$ cat config.mk
export PLATFORM = sky130hd
export DESIGN_NAME = wishbone_arbiter
export DESIGN_NICKNAME = d
export VERILOG_FILES = /design/src/rtl/wishbone_arbiter.sv
export SDC_FILE = /design/constraint.sdc
export NUM_CORES = 1
export LEC_CHECK = 0
export ABC_AREA = 0
export BUFFER_PORTS_ARGS = -buffer_cell sky130_fd_sc_hd__buf_2
export CORE_AREA = 2 2 342 344
export DETAILED_ROUTE_END_ITERATION = 6
export DIE_AREA = 0 0 344 346
export PLACE_DENSITY = 0.32
export SYNTH_ARGS = -nofsm -noshare
export SYNTH_HDL_FRONTEND = slang
export SYNTH_SLANG_ARGS = --single-unit
$ cat constraint.sdc
create_clock -name clk -period 2.2 [get_ports clk]
set_input_delay 0.44 -clock clk [delete_from_list [all_inputs] [get_ports clk]]
set_output_delay 0.44 -clock clk [all_outputs]
set_load 0.01 [all_outputs]
$ cat src/rtl/wishbone_arbiter.sv
// ---------------------------------------------------------------------------
// wishbone_arbiter
//   Two-master, one-slave Wishbone arbiter sitting between an instruction-fetch
//   port, a data port and a single memory. Data normally wins a tie, but an
//   ifetch that has watched STARVE_LIMIT data grants go by wins the next tie.
//
//   Ports
//     clk, rst          : clock (rising edge) and asynchronous active-high reset
//     i_*               : ifetch-side slave port (12-bit line address, 128-bit data)
//     d_*               : data-side slave port (same shape as ifetch side)
//     m_*               : memory-side master port
//     grant             : 00 idle, 01 ifetch owns memory, 10 data owns memory
//
//   The address/data path is purely combinational from the granted side, so
//   the arbiter adds no latency beyond the one IDLE arbitration cycle.
// ---------------------------------------------------------------------------
module wishbone_arbiter #(
    parameter int unsigned STARVE_LIMIT = 4
) (
    input  logic         clk,
    input  logic         rst,

    input  logic [11:0]  i_ADR,
    input  logic [15:0]  i_SEL,
    input  logic         i_STB,
    input  logic         i_CYC,
    input  logic         i_WE,
    input  logic [127:0] i_DAT_M,
    output logic [127:0] i_DAT_S,
    output logic         i_ACK,

    input  logic [11:0]  d_ADR,
    input  logic [15:0]  d_SEL,
    input  logic         d_STB,
    input  logic         d_CYC,
    input  logic         d_WE,
    input  logic [127:0] d_DAT_M,
    output logic [127:0] d_DAT_S,
    output logic         d_ACK,

    output logic [11:0]  m_ADR,
    output logic [15:0]  m_SEL,
    output logic         m_STB,
    output logic         m_CYC,
    output logic         m_WE,
    output logic [127:0] m_DAT_M,
    input  logic [127:0] m_DAT_S,
    input  logic         m_ACK,

    output logic [1:0]   grant
);

    localparam int unsigned CW_RAW = $clog2(STARVE_LIMIT + 1);
    localparam int unsigned CW     = (CW_RAW < 1) ? 1 : CW_RAW;
    localparam logic [CW-1:0] LIMIT_C = CW'(STARVE_LIMIT);

    // Encoding doubles as the grant output value.
    typedef enum logic [1:0] {
        IDLE  = 2'b00,
        GNT_I = 2'b01,
        GNT_D = 2'b10
    } state_e;

    state_e        state_q, state_d;
    logic [CW-1:0] starve_cnt_q, starve_cnt_d;

    logic i_req, d_req;

    assign i_req = i_CYC & i_STB;
    assign d_req = d_CYC & d_STB;

    always_ff @(posedge clk or posedge rst) begin
        if (rst) begin
            state_q      <= IDLE;
            starve_cnt_q <= '0;
        end else begin
            state_q      <= state_d;
            starve_cnt_q <= starve_cnt_d;
        end
    end

    // Next-state and starvation counter
    always_comb begin
        state_d      = state_q;
        starve_cnt_d = starve_cnt_q;
        case (state_q)
            IDLE: begin
                if (i_req && d_req) begin
                    if (starve_cnt_q == LIMIT_C) begin
                        state_d      = GNT_I;
                        starve_cnt_d = '0;
                    end else begin
                        // Data wins the tie; ifetch has now waited one more grant.
                        state_d      = GNT_D;
                        starve_cnt_d = starve_cnt_q + 1'b1;
                    end
                end else if (i_req) begin
                    state_d      = GNT_I;
                    starve_cnt_d = '0;
                end else if (d_req) begin
                    state_d      = GNT_D;
                end
            end
            // Transaction ends on memory ACK or when the owner abandons CYC.
            GNT_I: if (m_ACK || !i_CYC) state_d = IDLE;
            GNT_D: if (m_ACK || !d_CYC) state_d = IDLE;
            default: state_d = IDLE;
        endcase
    end

    // Memory-side mux and ACK steering
    always_comb begin
        m_ADR   = '0;
        m_SEL   = '0;
        m_STB   = 1'b0;
        m_CYC   = 1'b0;
        m_WE    = 1'b0;
        m_DAT_M = '0;
        i_ACK   = 1'b0;
        d_ACK   = 1'b0;
        case (state_q)
            GNT_I: begin
                m_ADR   = i_ADR;
                m_SEL   = i_SEL;
                m_STB   = i_STB;
                m_CYC   = i_CYC;
                m_WE    = i_WE;
                m_DAT_M = i_DAT_M;
                i_ACK   = m_ACK;
            end
            GNT_D: begin
                m_ADR   = d_ADR;
                m_SEL   = d_SEL;
                m_STB   = d_STB;
                m_CYC   = d_CYC;
                m_WE    = d_WE;
                m_DAT_M = d_DAT_M;
                d_ACK   = m_ACK;
            end
            default: ;
        endcase
    end

    assign i_DAT_S = m_DAT_S;
    assign d_DAT_S = m_DAT_S;
    assign grant   = state_q;

endmodule

# --- Word-level counts from Yosys, hierarchy flattened ---
# Cells that the tools add are included.
totals:
  reg_bits: 5
  inputBits: 449
  word_cells: 38
  out_inout_bits: 419
op_classes:
  n_eq_ne: 6
  reduce_logical: 9
  n_mux: 18
  bitwise_logic: 2
  add_sub_neg: 1
ops:
  columns: ["cell", "n"]
  rows:
  - ["$pmux 128 s2", 1]
  - ["$pmux 16 s2", 1]
  - ["$pmux 12 s2", 1]
  - ["$mux 2", 6]
  - ["$mux 3", 3]
  - ["$pmux 1 s2", 3]
  - ["$pmux 2 s3", 1]
  - ["$ne 2x2->1 const B", 2]
  - ["$ne 4x4->1 const B", 1]
  - ["$add 3x1->3 const B", 1]
  - ["$eq 3x3->1 const B", 1]
  - ["$reduce_and 3->1", 1]
  - ["$and 1x1->1", 2]
  - ["$eq 2x1->1 const B", 1]
  - ["$eq 2x2->1 const B", 1]
  - ["$logic_not 1->1", 2]
  - ["$logic_not 2->1", 1]
  - ["$logic_or 1x1->1", 2]
  - ["$mux 1", 2]
  - ["$reduce_and 2->1", 1]
  - ["$reduce_bool 2->1", 1]
  - ["$logic_and 1x1->1", 1]

# --- Longest topological paths before layout ---
# Gate-level depths: netlist of run 1.
logic_depth:
  word_depth: 5
  mapped_depth: 7
  depth_no_buf: 5

# --- Worst setup path after synthesis of run 1 ---
# Ideal clock, no wire load.
synth_path:
  path_kind: "register -> output"
  start: "register state_q[0], in the netlist grant[0]"
  end: "output m_DAT_M[125]"
  n_path_buf: 2
  setup_slack_ns: 0.338
  path_stages_with_launch: 6
  arrival_ns: 1.422
  cell_sequence: "dfrtp_1 > inv_1 > ha_1 > buf_2 > clkbuf_1 > nor2b_1"
synth_between:
  elab_chain_len: 2
synth_rtl:
  columns: ["item", "line_no", "source"]
  rows:
  - ["start: declaration", "64", "state_e state_q, state_d;"]
  - ["start signal: assignment", "77", "state_q <= state_d;"]
  - ["$eq 2x2->1 / $eq 2x1->1 (equally long branches)", "121", "case (state_q)"]
  - ["$pmux 128 s2 *", "121", null]
  - ["end: declaration", "46", "output logic [127:0] m_DAT_M,"]
# Mark *: on every way between the ends. The rest lies on a longest branch, timed or not.

# --- Worst setup path in the final report of run 1 ---
layout_path:
  start: "register state_q[0], in the netlist grant[0]"
  end: "output m_DAT_M[123]"
# Same word-level chain as after synthesis.

==> results.tsv, run 1 <==
metric	value	unit
DRC errors left	0	
Routed WL	70.01	mm
met3 WL	9.475	mm
cell taking the most area after synthesis	buf_4	
I/O pin cnt	868	
Core ar.	0.1154	sq mm
post-route insts no fill	2532	
Tightest Pin Transition	374.3	ps
period utilization	109.9	%
Distinct cells, synth	24	
Slew Viols, Final	0	
clk_lat worst skew	230	ps
Port Buffer Count	483	
synth warn	0	
most frequent cells in the layout	buf_2, a22oi_2, buf_6, nor2b_4, buf_4	
Tightest Hold Check Type	primary input to async pin	
routability cong.	0.8163	
largest net degree at the start of global routing	53	
max_cap viols	0	
total grt overflow	0	
r2r setup slk	330	ps
Crit path required time	1760	ps
full die area	0.1190	sq mm
Fmax	413.8	MHz
initial antenna violation count	23	
Post-Route M1 WL	27.46	mm
Net Sw Frac	46.28	%
Leak	4.382	nW
combinational power share	97.2	%
Power Density	1394	mW/mm^2
Max VDD drop	1.141	mV
endpoint type of the worst setup path	output pin	
Worst Skew	0.2123	ps
Arr. time, crit path	1980	ps
GRT Overall Usage	10.50	%
CTS tree	built	
post-route setup slack	-216.8	ps
sequential cell area	125.1	sq um
Reg-to-Reg Start	grant[1]	
CP Launch Type	register	
top post-synthesis cells by area	buf_4, a22oi_1, nor2b_1	
Critical Path, Cell by Cell	buf_6 -> ha_4 -> buf_16 -> buf_12 -> buf_6 -> a22oi_2 -> nor2b_1 -> buf_2	
Fill cells	13470	
post-route ant nets	0	
most common cell after layout, fill and taps aside	buf_2	
RSZ-0062 raised after global routing	yes	
register bit count reported by yosys	5	
DR pass1 iterations	4	
Total Neg Setup Slack	-18770	ps
Clock Power Share	1.9	%
critical path class	register to output pin	
Synth top area share	42.00	%
initial drt markers	249	
syn avg cell area	7.235	sq um
Max Used Layer	met5	
Layout Utilization	9.881	%
Area Overhead vs Synth	136.3	%
first-pass GRT wire length	79.56	mm
area of the multi-input gates	0.003787	sq mm
TritonCTS Sinks	5	
hpwl dp	55.71	mm
Vias/cell	2.573	
Via Count	6516	
vias in the first global route	6613	
Mapped Cells	667	
syn nets	1121	
share of cells above drive strength 1	89.21	%
Internal	8.538	mW
H-tree depth	1	
Critical Path Most Common Cell	buf_6	
CP max-delay cell	dfrtp_1	
Longest Clk Path Bufs	2	
status	finished with violations	
post-synthesis instance area	0.004826	sq mm
met2 routed WL	31.87	mm
layout net count	1456	
max incr delay on CP	390	ps
dpl cell area	0.007695	sq mm
WHS	119.5	ps
row cnt	125	
wire per inst	27.65	microns
sequential area share after synthesis	2.593	%
cell area after layout	0.01140	sq mm
Die X	344	microns
Die Height	346	microns
Critical Path Fanout Max	7	
failing checks	negative setup slack	
Clk pin slew, worst setup/hold paths	30	ps
clock root buffer	clkbuf_16	
total CTS buffers	3	
starting density of the core	4.181	%
Rel. slew slack	75.05	%
NetSw	7.356	mW
Critical R2R Capture	grant[0]	
Final Hold Viols	0	
number of setup violations in the final report	160	
R2R cell count	8	
register share of total power	0.9	%
DP Cell Count	2437	
clock period minus worst slack	2417	ps
power by group through the flow:
stage               Clock [mW]  Combinational (mW)  Sequential, mW
floorplan                    0                4.03           0.154
global placement             0                8.16           0.147
detailed placement           0                8.11           0.147
CTS                      0.306                13.0           0.147
global route             0.313                16.4           0.155
finish                   0.300                15.4           0.150
worst max-delay path, delay by kind of cell, from the launching register on:
kind                       cells  cell delay, ps
AOI/OAI and AO/OA              1             310
DFF                            1             390
buffers and inverters          5             720
and+or+nand+nor                1              90
adders and majority gates      1             190
per-stage QoR:
| step | total power, mW | setup slack (ps) |
|---|---|---|
| 2_1_floorplan | 4.181 | 337.9 |
| 3_3_place_gp | 8.307 | -208.4 |
| 3_5_place_dp | 8.258 | -209.0 |
| 4_1_cts | 13.46 | -252.5 |
| 5_1_grt | 16.85 | -295.2 |
| 6_report | 15.89 | -216.8 |
how the worst max path moves through the flow:
stage                   from            to  slack, ps  cells past startpoint
finish              grant[0]  m_DAT_M[123]       -220                      8
global route        grant[1]   m_DAT_M[70]       -300                      9
CTS                 grant[1]   m_DAT_M[45]       -250                     10
detailed placement  grant[1]   m_DAT_M[31]       -210                      6
global placement    grant[0]   m_DAT_M[42]       -210                      8
floorplan           grant[0]  m_DAT_M[125]        340                      5
state kept, by name, indices dropped and copies added (netlist names):
signal / count
grant: 2
starve_cnt_q: 3
area by class of cell:
cell class	instances	share of cell area, %
clock buffer	4	0.6912
sequential	5	1.097
timing repair buffer	640	47.90
tap	1524	16.72
multi-input combinational	345	33.21
antenna	7	0.1536
inverter	7	0.2304
cells by family (layout without fill, tap and decap cells):
kind of cell | Yosys count | after routing | synth area share, %
flip-flops | 5 | 5 | 2.593
adder cells (fa/ha/maj) | 5 | 5 | 1.296
buffers and inverters | 317 | 651 | 47.86
AO/OA/AOI/OAI | 170 | 170 | 26.37
other | 0 | 7 | 0
AND/OR/NAND/NOR | 170 | 170 | 21.88
timing repair:
item	in CTS	in global routing
setup endpoints to repair	130	159
gates cloned	19	13
pin swaps	31	44
hold buffers	0	0
gates resized for setup	275	310
setup buffers	29	31
synthesized netlist by cell type:
| cell | count |
|---|---|
| buf_4 | 270 |
| nor2b_1 | 159 |
| a22oi_1 | 158 |
| clkbuf_1 | 15 |
| buf_2 | 13 |
| buf_6 | 12 |
| inv_1 | 7 |
| dfrtp_1 | 5 |
| ha_1 | 5 |
| o21ai_0 | 4 |
| and2_1 | 3 |
| nand2_1 | 2 |
| nand3_1 | 2 |
| nand4_1 | 2 |
| a21bo_2 | 1 |
| a21oi_1 | 1 |
| a22o_1 | 1 |
| a22oi_2 | 1 |
| a31oi_1 | 1 |
| a32o_1 | 1 |
| and3_1 | 1 |
| o21a_1 | 1 |
| o22ai_1 | 1 |
| or2_0 | 1 |
metal layers:
| layer | vias to the layer above | track usage [%] |
|---|---|---|
| li1 | 2729 | - |
| met1 | 3006 | 12.47 |
| met2 | 684 | 17.08 |
| met3 | 73 | 5.912 |
| met4 | 24 | 0.6211 |
| met5 | - | 0.2859 |
Note: power is estimated with default switching activity, not from simulation.
==> run 2, diff against run 1 <==
==> config.mk (replaced) <==
export PLATFORM = sky130hd
export DESIGN_NAME = wishbone_arbiter
export DESIGN_NICKNAME = d
export VERILOG_FILES = /design/src/rtl/wishbone_arbiter.sv
export SDC_FILE = /design/constraint.sdc
export NUM_CORES = 1
export LEC_CHECK = 0
export ABC_AREA = 0
export CORE_AREA = 2 2 341 343
export DETAILED_ROUTE_END_ITERATION = 6
export DIE_AREA = 0 0 343 345
export DONT_BUFFER_PORTS = 1
export PLACE_DENSITY = 0.3
export SYNTH_ARGS = -nofsm -noshare
export SYNTH_HDL_FRONTEND = slang
export SYNTH_SLANG_ARGS = --single-unit
==> results.tsv, run 2 (same netlist as run 1, synthesis figures left out) <==
metric	value	unit
status	finished with violations	
failing checks	negative setup slack	
Slew Viols, Final	0	
largest net degree at the start of global routing	37	
Port Buffer Count	0	
Worst Setup SP	grant[1]	
hold buffers post-CTS	0	
Clk pin slew, worst setup/hold paths	30	ps
Worst Skew	0.9359	ps
Area Overhead vs Synth	88.67	%
hpwl dp	46.70	mm
Final Hold Viols	0	
layout net count	1059	
Fmax	412.8	MHz
most common cell after layout, fill and taps aside	a22oi_2	
CP Launch Type	register	
initial drt markers	227	
Via Count	4974	
H-tree depth	1	
endpoint type of the worst setup path	output pin	
max_cap viols	0	
total CTS buffers	3	
post-route setup slack	-222.6	ps
TritonCTS Sinks	5	
most frequent cells in the layout	a22oi_2, buf_6, buf_4, nor2b_4, nor2b_1	
row cnt	125	
Critical Path Most Common Cell	buf_12	
period utilization	110.1	%
routability cong.	0.8575	
Longest Clk Path Bufs	2	
total power draw	14.75	mW
vias in the first global route	5133	
I/O pin cnt	868	
max reg flops	3	
Rel. slew slack	65.87	%
GRT Overall Usage	9.723	%
share of cells above drive strength 1	76.16	%
Fill cells	13420	
Routed WL	64.83	mm
starting density of the core	4.192	%
DR pass1 iterations	4	
Die Height	345	microns
number of setup violations in the final report	125	
Critical Path, Cell by Cell	buf_6 -> ha_4 -> buf_12 -> buf_12 -> clkbuf_16 -> a22oi_2 -> nor2b_1 -> buf_4	
Die X	343	microns
cell area after layout	0.009105	sq mm
clock period minus worst slack	2423	ps
Max VDD drop	0.6966	mV
Core ar.	0.1151	sq mm
Critical Path Fanout Max	9	
Biggest register	starve_cnt_q	
RSZ-0062 raised after global routing	yes	
total grt overflow	0	
full die area	0.1183	sq mm
Leak	2.670	nW
first-pass GRT wire length	71.28	mm
wire per inst	30.44	microns
initial antenna violation count	7	
Vias/cell	2.335	
CP max-delay cell	dfrtp_1	
CTS tree	built	
dpl cell area	0.005878	sq mm
crit-path leading delay family	buffers and inverters	
buffers plus inverters on the worst setup path	5	
DRC errors left	0	
Power Density	1620	mW/mm^2
clock root buffer	clkbuf_16	
post-route ant nets	0	
clk_lat worst skew	230	ps
critical path class	register to output pin	
Crit path required time	1760	ps
Arr. time, crit path	1980	ps
Reg-to-Reg Start	grant[0]	
max incr delay on CP	380	ps
Tightest Pin Transition	512.0	ps
Tightest Hold Check Type	primary input to async pin	
[run 2: where the power goes]
group          internal (mW)  total (mW)  switching, mW
Combinational           7.36        14.3           6.93
Sequential             0.126       0.154         0.0277
Clock                  0.240       0.303         0.0623
[run 2: path summary, 6_finish.rpt]
| path | endpoint | slack (ps) | cells past startpoint |
|---|---|---|---|
| hold reg to reg | starve_cnt_q[2] | 580 | 2 |
| setup / recovery | m_DAT_M[25] | -220 | 8 |
| hold / removal | starve_cnt_q[2] | 10 | 1 |
| min in group clk | grant[0] | 490 | 2 |
| max in group asynchronous | grant[0] | 1990 | 1 |
| setup reg to reg | grant[1] | 240 | 8 |
[run 2: routing by layer]
layer	wire, microns	part of all wire [%]	vias to the layer above	GRT usage [%]
met5	27	0.042	-	0
met4	1844	2.8	4	1.898
met3	8056	12	81	5.108
met2	30530	47	673	16.77
met1	24370	38	2291	10.53
li1	-	-	1925	-
[run 2: per-stage QoR]
step | utilization, % | setup WS [ps] | cells | setup TNS [ps] | hold slack (ps)
6_report | 7.910 | -222.6 | 2130 | -10820 | 11.55
3_5_place_dp | 5.107 | -625.9 | 2048 | -2930 | 259.5
2_1_floorplan | - | 337.9 | 667 | 0 | 218.5
4_1_cts | 7.082 | -290.4 | 2110 | -21990 | 21.34
3_3_place_gp | 5.107 | -635.0 | 2048 | -3464 | 258.7
5_1_grt | 7.910 | -264.3 | 2130 | -22800 | 40.79
[run 2: repair_timing]
item / in CTS / in global routing
resized for setup: 249 / 172
pin swaps: 19 / 45
endpoints found under the hold margin: 0 / 0
cloned: 28 / 14
buffers inserted: 33 / 17
setup endpoints to repair: 146 / 160
[run 2: cell type report]
cell class / instances / area [sq um] / area share (%)
Multi-Input combinational cell: 345 / 3525 / 38.71
Antenna cell: 2 / 5.005 / 0.05497
Timing Repair Buffer: 243 / 3435 / 37.72
Inverter: 7 / 28.78 / 0.3161
Clock buffer: 4 / 78.83 / 0.8657
Tap cell: 1524 / 1907 / 20.94
Sequential cell: 5 / 126.4 / 1.388
==> run 3, diff against run 2 <==
==> constraint.sdc (replaced) <==
create_clock -name clk -period 3 [get_ports clk]
set_input_delay 0.6 -clock clk [delete_from_list [all_inputs] [get_ports clk]]
set_output_delay 0.6 -clock clk [all_outputs]
set_load 0.01 [all_outputs]
==> results.tsv, run 3 (same netlist as run 1, synthesis figures left out) <==
metric	value	unit
first-pass GRT wire length	60.26	mm
NetSw	3.054	mW
hold buffers post-CTS	0	
share of cells above drive strength 1	26.22	%
row cnt	125	
Arr. time, crit path	2290	ps
full die area	0.1183	sq mm
endpoint type of the worst setup path	output pin	
cell area after layout	0.005579	sq mm
I/O pin cnt	868	
Fmax	346.0	MHz
Routed WL	53.43	mm
r2r setup slk	910	ps
combinational power share	93.2	%
Core ar.	0.1151	sq mm
Net Sw Frac	58.87	%
initial drt markers	171	
dpl cell area	0.005360	sq mm
total grt overflow	0	
most frequent cells in the layout	a22oi_1, nor2b_1, buf_4, buf_12, inv_1	
register share of total power	2.5	%
critical path class	register to output pin	
initial antenna violation count	27	
DRC errors left	0	
DR pass1 iterations	4	
routability cong.	0.8397	
RSZ-0062 raised after global routing	no	
Area Overhead vs Synth	15.61	%
clock period minus worst slack	2891	ps
R2R cell count	6	
Clock Power Share	4.3	%
hpwl dp	47.83	mm
Tightest Pin Transition	529.4	ps
Tightest Hold Check Type	primary input to async pin	
period utilization	96.35	%
wire per inst	26.67	microns
total CTS buffers	3	
Max VDD drop	0.3234	mV
Leak	1.300	nW
starting density of the core	4.192	%
Die Height	345	microns
Critical Path Fanout Max	34	
Worst Skew	3.336	ps
clk_lat worst skew	230	ps
Total Neg Setup Slack	0	ps
Via Count	4325	
Vias/cell	2.159	
Power Density	929.7	mW/mm^2
Final Hold Viols	0	
Critical R2R Capture	grant[1]	
Slew Viols, Final	0	
Reg-to-Reg Start	grant[0]	
status	completed	
Internal	2.133	mW
H-tree depth	1	
Port Buffer Count	0	
Crit path required time	2400	ps
CP Launch Type	register	
post-route ant nets	0	
layout net count	928	
number of setup violations in the final report	0	
largest net degree at the start of global routing	80	
Biggest register	starve_cnt_q	
vias in the first global route	4270	
Longest Clk Path Bufs	2	
max reg flops	3	
Die X	343	microns
Clk pin slew, worst setup/hold paths	40	ps
max_cap viols	0	
TritonCTS Sinks	5	
clock root buffer	clkbuf_16	
Rel. slew slack	64.71	%
CTS tree	built	
GRT Overall Usage	8.264	%
## run 3: worst max path at each step
stage                   from  slack (ps)      endpoint  cells past startpoint
global placement    grant[0]        -140   m_DAT_M[75]                      7
floorplan           grant[0]         980  m_DAT_M[125]                      5
global route        grant[1]          10   m_DAT_M[35]                      7
finish              grant[0]         110  m_DAT_M[114]                      8
CTS                 grant[0]           4   m_DAT_M[72]                      5
detailed placement  grant[0]        -120   m_DAT_M[75]                      7
## run 3: timing repair
item                                    4_1_cts  5_1_grt
gates resized for setup                       4        3
cloned                                        0        1
buffers inserted                              3        5
endpoints found under the setup margin        4        6
pin swaps                                     1        1
## run 3: through the flow
stage / hold slack, ps / instances / worst slack, ps / total power, mW / util, %
floorplan: 378.5 / 667 / 977.9 / 3.066 / -
global route: 205.4 / 2002 / 14.26 / 5.637 / 4.845
CTS: 194.8 / 1991 / 4.329 / 5.296 / 4.768
global placement: 434.9 / 1984 / -143.8 / 4.939 / 4.657
finish: 180.2 / 2003 / 109.5 / 5.187 / 4.847
detailed placement: 437.3 / 1984 / -122.8 / 4.974 / 4.657
## run 3: cell type report
type                            instances  area [sq um]
Multi-Input combinational cell        345          2449
Timing Repair Buffer                  112         978.4
Clock buffer                            4         78.83
Inverter                                7         26.28
Sequential cell                         5         125.1
Tap cell                             1524          1907
Fill cell                           13680        109500
Antenna cell                            6         15.01
## run 3: power groups by stage
| stage | clock network [mW] | registers [mW] | logic [mW] |
|---|---|---|---|
| finish | 0.224 | 0.127 | 4.84 |
| global route | 0.229 | 0.131 | 5.28 |
| detailed placement | 0 | 0.128 | 4.85 |
| CTS | 0.227 | 0.127 | 4.94 |
| global placement | 0 | 0.128 | 4.81 |
| floorplan | 0 | 0.113 | 2.95 |
## run 3: worst max-delay path, stage by stage, from the launching register on
cell and delay, ps:
dfrtp_1 500, inv_1 180, ha_4 250, buf_12 150, buf_12 150, a22oi_1 380, buf_4 210, nor2b_1 50
buf_4 150
## run 3: layer usage
metal  GRT usage (%)  up-vias  share of wire (%)
li1                -     1648                  -
met1           8.193     1880                 35
met3           5.433      104                 15
met5               0        -               0.36
met2           14.44      663                 47
met4           1.470       30                2.7
